File: src/rtl/keccak_dom_pkg.sv
// Shared constants and index helpers for the DOM-masked Keccak chi datapath.
package keccak_dom_pkg;

   localparam int ROW_W = 5;

   // Index of the fresh-randomness word shared by the cross terms (i,j) and (j,i).
   function automatic int pair_idx(input int i, input int j);
      int lo;
      int hi;
      lo = (i < j) ? i : j;
      hi = (i < j) ? j : i;
      return lo + hi * (hi - 1) / 2;
   endfunction

   function automatic int nz(input int shares, input int less_rand);
      return shares * (shares - 1) / 2 - less_rand;
   endfunction

   function automatic int term_idx(input int i, input int j, input int shares);
      return i * shares + j;
   endfunction

endpackage

File: src/rtl/keccak_chi_dom_row.sv
// Combinational DOM term generator for one 5-bit chi row: SHARES*SHARES terms per bit.
module keccak_chi_dom_row
   import keccak_dom_pkg::*;
#(
   parameter int SHARES    = 3,
   parameter int LESS_RAND = 0,
   parameter int IOTA_EN   = 1,
   parameter int ROWS      = 8,
   parameter int ROW_IDX   = 0,
   localparam int NZ       = nz(SHARES, LESS_RAND),
   localparam int ZN       = (NZ > 0) ? NZ : 1
) (
   input  logic [SHARES*ROW_W-1:0]        shares,
   input  logic [ZN*ROW_W-1:0]            z,
   input  logic [ROWS-1:0]                rc,
   output logic [SHARES*SHARES*ROW_W-1:0] terms
);

   logic [ROW_W-1:0] s [SHARES];
   logic             rc_bit;
   logic             unused_rc;
   logic             unused_z;

   for (genvar gs = 0; gs < SHARES; gs++) begin : g_s
      assign s[gs] = shares[gs*ROW_W +: ROW_W];
   end

   assign rc_bit    = (IOTA_EN != 0) ? rc[ROW_IDX] : 1'b0;
   assign unused_rc = ^rc;
   assign unused_z  = ^z;

   for (genvar gi = 0; gi < SHARES; gi++) begin : g_i
      for (genvar gj = 0; gj < SHARES; gj++) begin : g_j
         for (genvar gx = 0; gx < ROW_W; gx++) begin : g_x
            localparam int X1 = (gx + 1) % ROW_W;
            localparam int X2 = (gx + 2) % ROW_W;
            localparam int T  = term_idx(gi, gj, SHARES) * ROW_W + gx;
            if (gi == gj) begin : g_inner
               // With reduced randomness the last two shares get S[x0] via their cross term.
               if (LESS_RAND != 0 && gi >= SHARES - 2) begin : g_drop
                  assign terms[T] = ~s[gi][X1] & s[gi][X2];
               end else begin : g_full
                  assign terms[T] = s[gi][gx] ^ (~s[gi][X1] & s[gi][X2]);
               end
            end else begin : g_cross
               localparam int P = pair_idx(gi, gj);
               logic mask;
               if (LESS_RAND != 0 && P == NZ) begin : g_self
                  assign mask = s[gi][gx];
               end else begin : g_fresh
                  assign mask = z[P*ROW_W + gx];
               end
               if (gi == 0 && gj == 1 && gx == 0) begin : g_iota
                  assign terms[T] = (s[gi][X1] & s[gj][X2]) ^ mask ^ rc_bit;
               end else begin : g_plain
                  assign terms[T] = (s[gi][X1] & s[gj][X2]) ^ mask;
               end
            end
         end
      end
   end

endmodule

File: src/rtl/keccak_chi_dom_stream.sv
// Two-stage streaming DOM-masked chi(+iota): registered terms, then registered share compression.
module keccak_chi_dom_stream
   import keccak_dom_pkg::*;
#(
   parameter int SHARES    = 3,
   parameter int ROWS      = 8,
   parameter int LESS_RAND = 0,
   parameter int IOTA_EN   = 1,
   localparam int NZ       = nz(SHARES, LESS_RAND),
   localparam int ZN       = (NZ > 0) ? NZ : 1,
   localparam int W        = SHARES * ROWS * ROW_W
) (
   input  logic                      ClkxCI,
   input  logic                      RstxRI,
   input  logic                      InValidxSI,
   output logic                      InReadyxSO,
   input  logic [W-1:0]              InputxDI,
   input  logic [ROWS-1:0]           IotaRCxDI,
   input  logic [ZN*ROWS*ROW_W-1:0]  ZxDI,
   input  logic                      ZValidxSI,
   output logic                      ZReadyxSO,
   output logic                      OutValidxSO,
   input  logic                      OutReadyxSI,
   output logic [W-1:0]              OutputxDO
);

   localparam int NT = SHARES * SHARES;
   localparam int TW = NT * ROW_W;

   logic                 s1_valid_reg;
   logic                 s2_valid_reg;
   logic [TW*ROWS-1:0]   term_next;
   logic [TW*ROWS-1:0]   term_reg;
   logic [W-1:0]         out_next;
   logic [W-1:0]         out_reg;
   logic                 s2_load;
   logic                 in_ready;
   logic                 accept;

   for (genvar gr = 0; gr < ROWS; gr++) begin : g_row
      logic [SHARES*ROW_W-1:0] row_shares;
      logic [ZN*ROW_W-1:0]     row_z;
      for (genvar gs = 0; gs < SHARES; gs++) begin : g_s
         assign row_shares[gs*ROW_W +: ROW_W] = InputxDI[(gs*ROWS + gr)*ROW_W +: ROW_W];
      end
      for (genvar gp = 0; gp < ZN; gp++) begin : g_p
         assign row_z[gp*ROW_W +: ROW_W] = ZxDI[(gp*ROWS + gr)*ROW_W +: ROW_W];
      end
      keccak_chi_dom_row #(
         .SHARES    (SHARES),
         .LESS_RAND (LESS_RAND),
         .IOTA_EN   (IOTA_EN),
         .ROWS      (ROWS),
         .ROW_IDX   (gr)
      ) u_row (
         .shares (row_shares),
         .z      (row_z),
         .rc     (IotaRCxDI),
         .terms  (term_next[gr*TW +: TW])
      );
   end

   // Compression reads only registered terms so glitches cannot combine unmasked values.
   always_comb begin
      out_next = '0;
      for (int r = 0; r < ROWS; r++) begin
         for (int i = 0; i < SHARES; i++) begin
            for (int j = 0; j < SHARES; j++) begin
               out_next[(i*ROWS + r)*ROW_W +: ROW_W] ^=
                  term_reg[(r*NT + term_idx(i, j, SHARES))*ROW_W +: ROW_W];
            end
         end
      end
   end

   assign s2_load  = s1_valid_reg & (~s2_valid_reg | OutReadyxSI);
   assign in_ready = ZValidxSI & (~s1_valid_reg | s2_load);
   assign accept   = InValidxSI & in_ready;

   always_ff @(posedge ClkxCI) begin
      if (RstxRI) begin
         s1_valid_reg <= 1'b0;
         s2_valid_reg <= 1'b0;
         term_reg     <= '0;
         out_reg      <= '0;
      end else begin
         if (accept) begin
            term_reg <= term_next;
         end
         if (s2_load) begin
            out_reg <= out_next;
         end
         s1_valid_reg <= accept | (s1_valid_reg & ~s2_load);
         s2_valid_reg <= s2_load | (s2_valid_reg & ~OutReadyxSI);
      end
   end

   assign InReadyxSO  = in_ready;
   assign ZReadyxSO   = accept;
   assign OutValidxSO = s2_valid_reg;
   assign OutputxDO   = out_reg;

endmodule

File: config.mk
export PLATFORM = sky130hd
export DESIGN_NAME = keccak_chi_dom_stream
export DESIGN_NICKNAME = d
export VERILOG_FILES = /design/src/rtl/keccak_dom_pkg.sv /design/src/rtl/keccak_chi_dom_row.sv /design/src/rtl/keccak_chi_dom_stream.sv
export SDC_FILE = /design/constraint.sdc
export NUM_CORES = 1
export LEC_CHECK = 0
export CORE_MARGIN = 4
export CORE_UTILIZATION = 33
export DETAILED_ROUTE_END_ITERATION = 7
export GPL_TIMING_DRIVEN = 0
export SLEW_MARGIN = 10
export SYNTH_ARGS = -nofsm -noshare
export SYNTH_HDL_FRONTEND = slang
export SYNTH_SLANG_ARGS = --single-unit
File: constraint.sdc
create_clock -name ClkxCI -period 2.2 [get_ports ClkxCI]
set_input_delay 0.33 -clock ClkxCI [delete_from_list [all_inputs] [get_ports ClkxCI]]
set_output_delay 0.33 -clock ClkxCI [all_outputs]
set_load 0.02 [all_outputs]
== Word-level counts from Yosys, hierarchy flattened ==
Index checks and enable logic that the tools add are counted.

* Input bits: 253
* Bits in registers: 482

* Bitwise operators: 909

{| class="wikitable"
|+ Operators by type and width
! cell !! count
|-
| 1-bit bitwise XOR || 368
|-
| 1-bit AND || 365
|-
| 5-bit bitwise XOR || 48
|-
| 1-bit NOT || 124
|-
| 1-bit bitwise OR || 4
|}

== Depth between registers and ports, before layout ==
* Depth in word-level cells: 7
* Gate-level depth with buffers: 6
* Depth with buffers taken out: 3

== Modules after synthesis ==
From an unflattened synthesis, not the netlist that was laid out.

* Cells, all modules: 2,806
* Area total of the unflattened synthesis: 26,517.9 um2

{| class="wikitable"
|+ By module, submodules not included
! module !! cells an instance !! times used !! area each (um2)
|-
| keccak_chi_dom_stream || 2,078 || 1 || 21,643.3
|-
| keccak_chi_dom_row || 91 || 8 || 609.3
|}

== Worst setup path before layout ==
OpenSTA, ideal clock, no wires.

* Kind: register to output
* Start: register s2_valid_reg (netlist: OutValidxSO)
* End: output InReadyxSO
* Stages on the path, launching flop included: 5
* Path buffers: 2
* Setup slack: 0.641 ns
* Data arrival time: 1.229 ns
* Path through: dfxtp_1 > nand3b_2 > buf_2 > clkbuf_1 > and2_1

* Longest elaborated chain between the ends: 5

{| class="wikitable"
|+ Ends and longest elaborated chain
! what !! RTL line !! source
|-
| start: declaration || keccak_chi_dom_stream.sv:31 || <nowiki>logic s2_valid_reg;</nowiki>
|-
| start signal: assignment || keccak_chi_dom_stream.sv:94 || <nowiki>s2_valid_reg <= s2_load | (s2_valid_reg & ~OutReadyxSI);</nowiki>
|-
| 1-bit NOT || keccak_chi_dom_stream.sv:76 || <nowiki>assign s2_load = s1_valid_reg & (~s2_valid_reg | OutReadyxSI);</nowiki>
|-
| 1-bit bitwise OR || keccak_chi_dom_stream.sv:76 ||
|-
| 1-bit AND || keccak_chi_dom_stream.sv:76 ||
|-
| 1-bit bitwise OR || keccak_chi_dom_stream.sv:77 || <nowiki>assign in_ready = ZValidxSI & (~s1_valid_reg | s2_load);</nowiki>
|-
| 1-bit AND || keccak_chi_dom_stream.sv:77 ||
|-
| end: declaration || keccak_chi_dom_stream.sv:16 || <nowiki>output logic InReadyxSO,</nowiki>
|}

Every way passes these cells.

== Final worst setup path ==
Same ends and word-level chain as after synthesis.

==> metrics.cfg <==
[run_status]
status = complete, no violations

[synth]
synth_flop_cell = dfxtp_1
synth_cell_types = 24
synth-seq-cells = 482
syn_nets = 2741
syn_area_mm2 = 0.0241
synthArstFlopShare_pct = 0
postSynthAreaPerCell_um2 = 9.67
synth.area.top_cells = dfxtp_1, xnor2_1, a211oi_2
netlist_top_cells_count = dfxtp_1, xnor2_1, a21oi_1
synth.most_common_cell = dfxtp_1
synth-edff-count = 0
yosysSeqAreaShare_pct = 40.1
synth_warnings = 0
synth_top_cell_area_share_pct = 40.1
syn_inst = 2488
synth_top_area_cell = dfxtp_1

[setup_path]
cp_max_fo = 10
path_class = reg2out
cp.required_ns = 1.87
worstPathArrival_ns = 1.79
endpoint_kind = output port
cp-start-kind = register

[power]
p_per_area_mw_per_mm2 = 773
total_power_mw = 24.0
vdd_drop_max_uv = 583
p_leak_nw = 10.6

[clock_network]
hold_buffers = 0
cts_inserted_buffers = 56
cts_max_path_buffers = 3
cts.sinks = 482
clock_latency_ns = 0.60
ctsHtreeMaxLevel = 2
root_buffer = clkbuf_16
cts_tree = done
clk_pin_slew_ns = 0.06

[routing]
drtIter0Drc = 1198
routedWlPerCell_um = 20.0
num_vias = 19300
ant_nets = 0
drc = 0
finalWirelength_um = 78200
via_per_inst = 4.93
first_pass_iters = 5

[placed_design]
portBuffers = 374
post-dp-hpwl_um = 56600
place.gp.congestion = 0.797

[grt]
antenna_found_initial = 2
grt_pass1_wl_um = 119000
grt_use_total_pct = 19.3
grt_max_degree = 15
grt_overflow = 0
first_global_vias = 19600

[die]
die_h_um = 278
num_io_pins = 376
rows = 98
die_w_um = 278
coreArea_mm2 = 0.0719
start_util_pct = 33.5
die_area_mm2 = 0.0773

[cells_and_area]
nets = 3177
seq_area_mm2 = 0.00966
syn2layout_area_growth_pct = 29.1
drive_gt1_share_pct = 13.2
antenna_cells = 0
largest_reg_flops = 360
final_util_pct = 43.2
multi_input_area_mm2 = 0.0135
fillers = 7002

[sta]
worst_pin_slew_ns = 0.860
setup-violations-final = 0
period_share_pct = 96.6
relSlewSlack_pct = 42.5
holdWs_ns = 0.274
final_max_slew_viol_count = 0
fmax_mhz = 471
finalHoldViolCount = 0
grt_setup_unrepaired = no
fin_skew_ns = 0.0265
period_needed_ns = 2.12

[min_path]
hold_path_class = in2reg

[flow_run]
maxCapViolCount = 0

[through the flow]
step	setup WS (ns)	TNS, ns	area (um2)	instances
3_3_place_gp	-1.02	-49.47	29000	3812
4_1_cts	0.00842	0	31100	3916
2_1_floorplan	0.641	0	24100	2488
5_1_grt	0.00589	0	31100	3918
3_5_place_dp	-1.03	-51.15	29000	3812
6_report	0.0754	0	31100	3918
[timing repair]
item | CTS | global route
endpoints found under the setup margin | 2 | 2
setup buffers | 2 | 2
gates resized for setup | 26 | 2
[routing by layer]
| metal | wire [um] | track usage [%] | up-vias |
|---|---|---|---|
| met5 | 20 | 0 | - |
| li1 | - | - | 9620 |
| met3 | 3370 | 2.98 | 85 |
| met1 | 36000 | 26.2 | 9193 |
| met2 | 37400 | 32.8 | 417 |
| met4 | 1450 | 4.13 | 2 |
[report_power, final]
| group | leakage (nW) | switching, mW | total [mW] | internal (mW) |
|---|---|---|---|---|
| sequential | 3.96 | 0.396 | 9.69 | 9.30 |
| clock | 0.986 | 3.84 | 9.98 | 6.14 |
| combinational | 5.64 | 2.30 | 4.33 | 2.03 |
| total | 10.6 | 6.54 | 24.0 | 17.5 |
[final timing paths]
kind / from / to / slack (ns) / cells after the start
worst min register to register: OutputxDO[18]$_SDFFE_PP0P_ / OutputxDO[18]$_SDFFE_PP0P_ / 0.48 / 1
worst max register to register: OutValidxSO$_SDFF_PP0_ / term_reg[353]$_SDFFE_PP0P_ / 0.32 / 6
worst max-delay path: OutValidxSO$_SDFF_PP0_ / InReadyxSO / 0.08 / 5
worst min-delay path: RstxRI / term_reg[185]$_SDFFE_PP0P_ / 0.27 / 4
[cell type report]
type | instances | share of cell area, %
repair buffers | 378 | 12.1
well taps | 950 | 3.83
multi-input cells | 1821 | 43.5
clock inverters | 16 | 0.809
plain buffers | 184 | 3.06
inverters | 1 | 0.0121
clock buffers | 86 | 5.62
flip-flops and latches | 482 | 31.1
[worst max-delay path, stage by stage (launching register included)]
cell	delay, ns
dfxtp_4	0.39
nand3b_4	0.09
buf_8	0.15
clkbuf_4	0.20
and2_1	0.20
buf_2	0.16
[cell usage in the layout, fill, tap and decap left out, types with 2 or more instances in the layout]
cell type          n
a211oi_1         179
a211oi_2         173
a21oi_1          344
a21oi_2           11
a22o_1           120
and2_1             2
buf_1             12
buf_2             68
buf_4             35
buf_6              5
bufinv_16          6
clkbuf_1          76
clkbuf_16         58
clkbuf_8          19
clkdlybuf4s50_1  372
clkinv_2           6
clkinv_4           2
dfxtp_1          480
dfxtp_4            2
nand2_1          249
nor2_1             2
nor2b_1          120
o22ai_1            8
xnor2_1          376
xor2_1           232
[logic make-up after synthesis]
family / count (synthesis) / share of synthesized area (%)
compound gates: 835 / 26.7
xor+xnor: 608 / 22.1
buf+inv: 185 / 3.83
flops: 482 / 40.1
simple gates: 378 / 7.24
No activity file was read; power rests on OpenSTA's default activity.
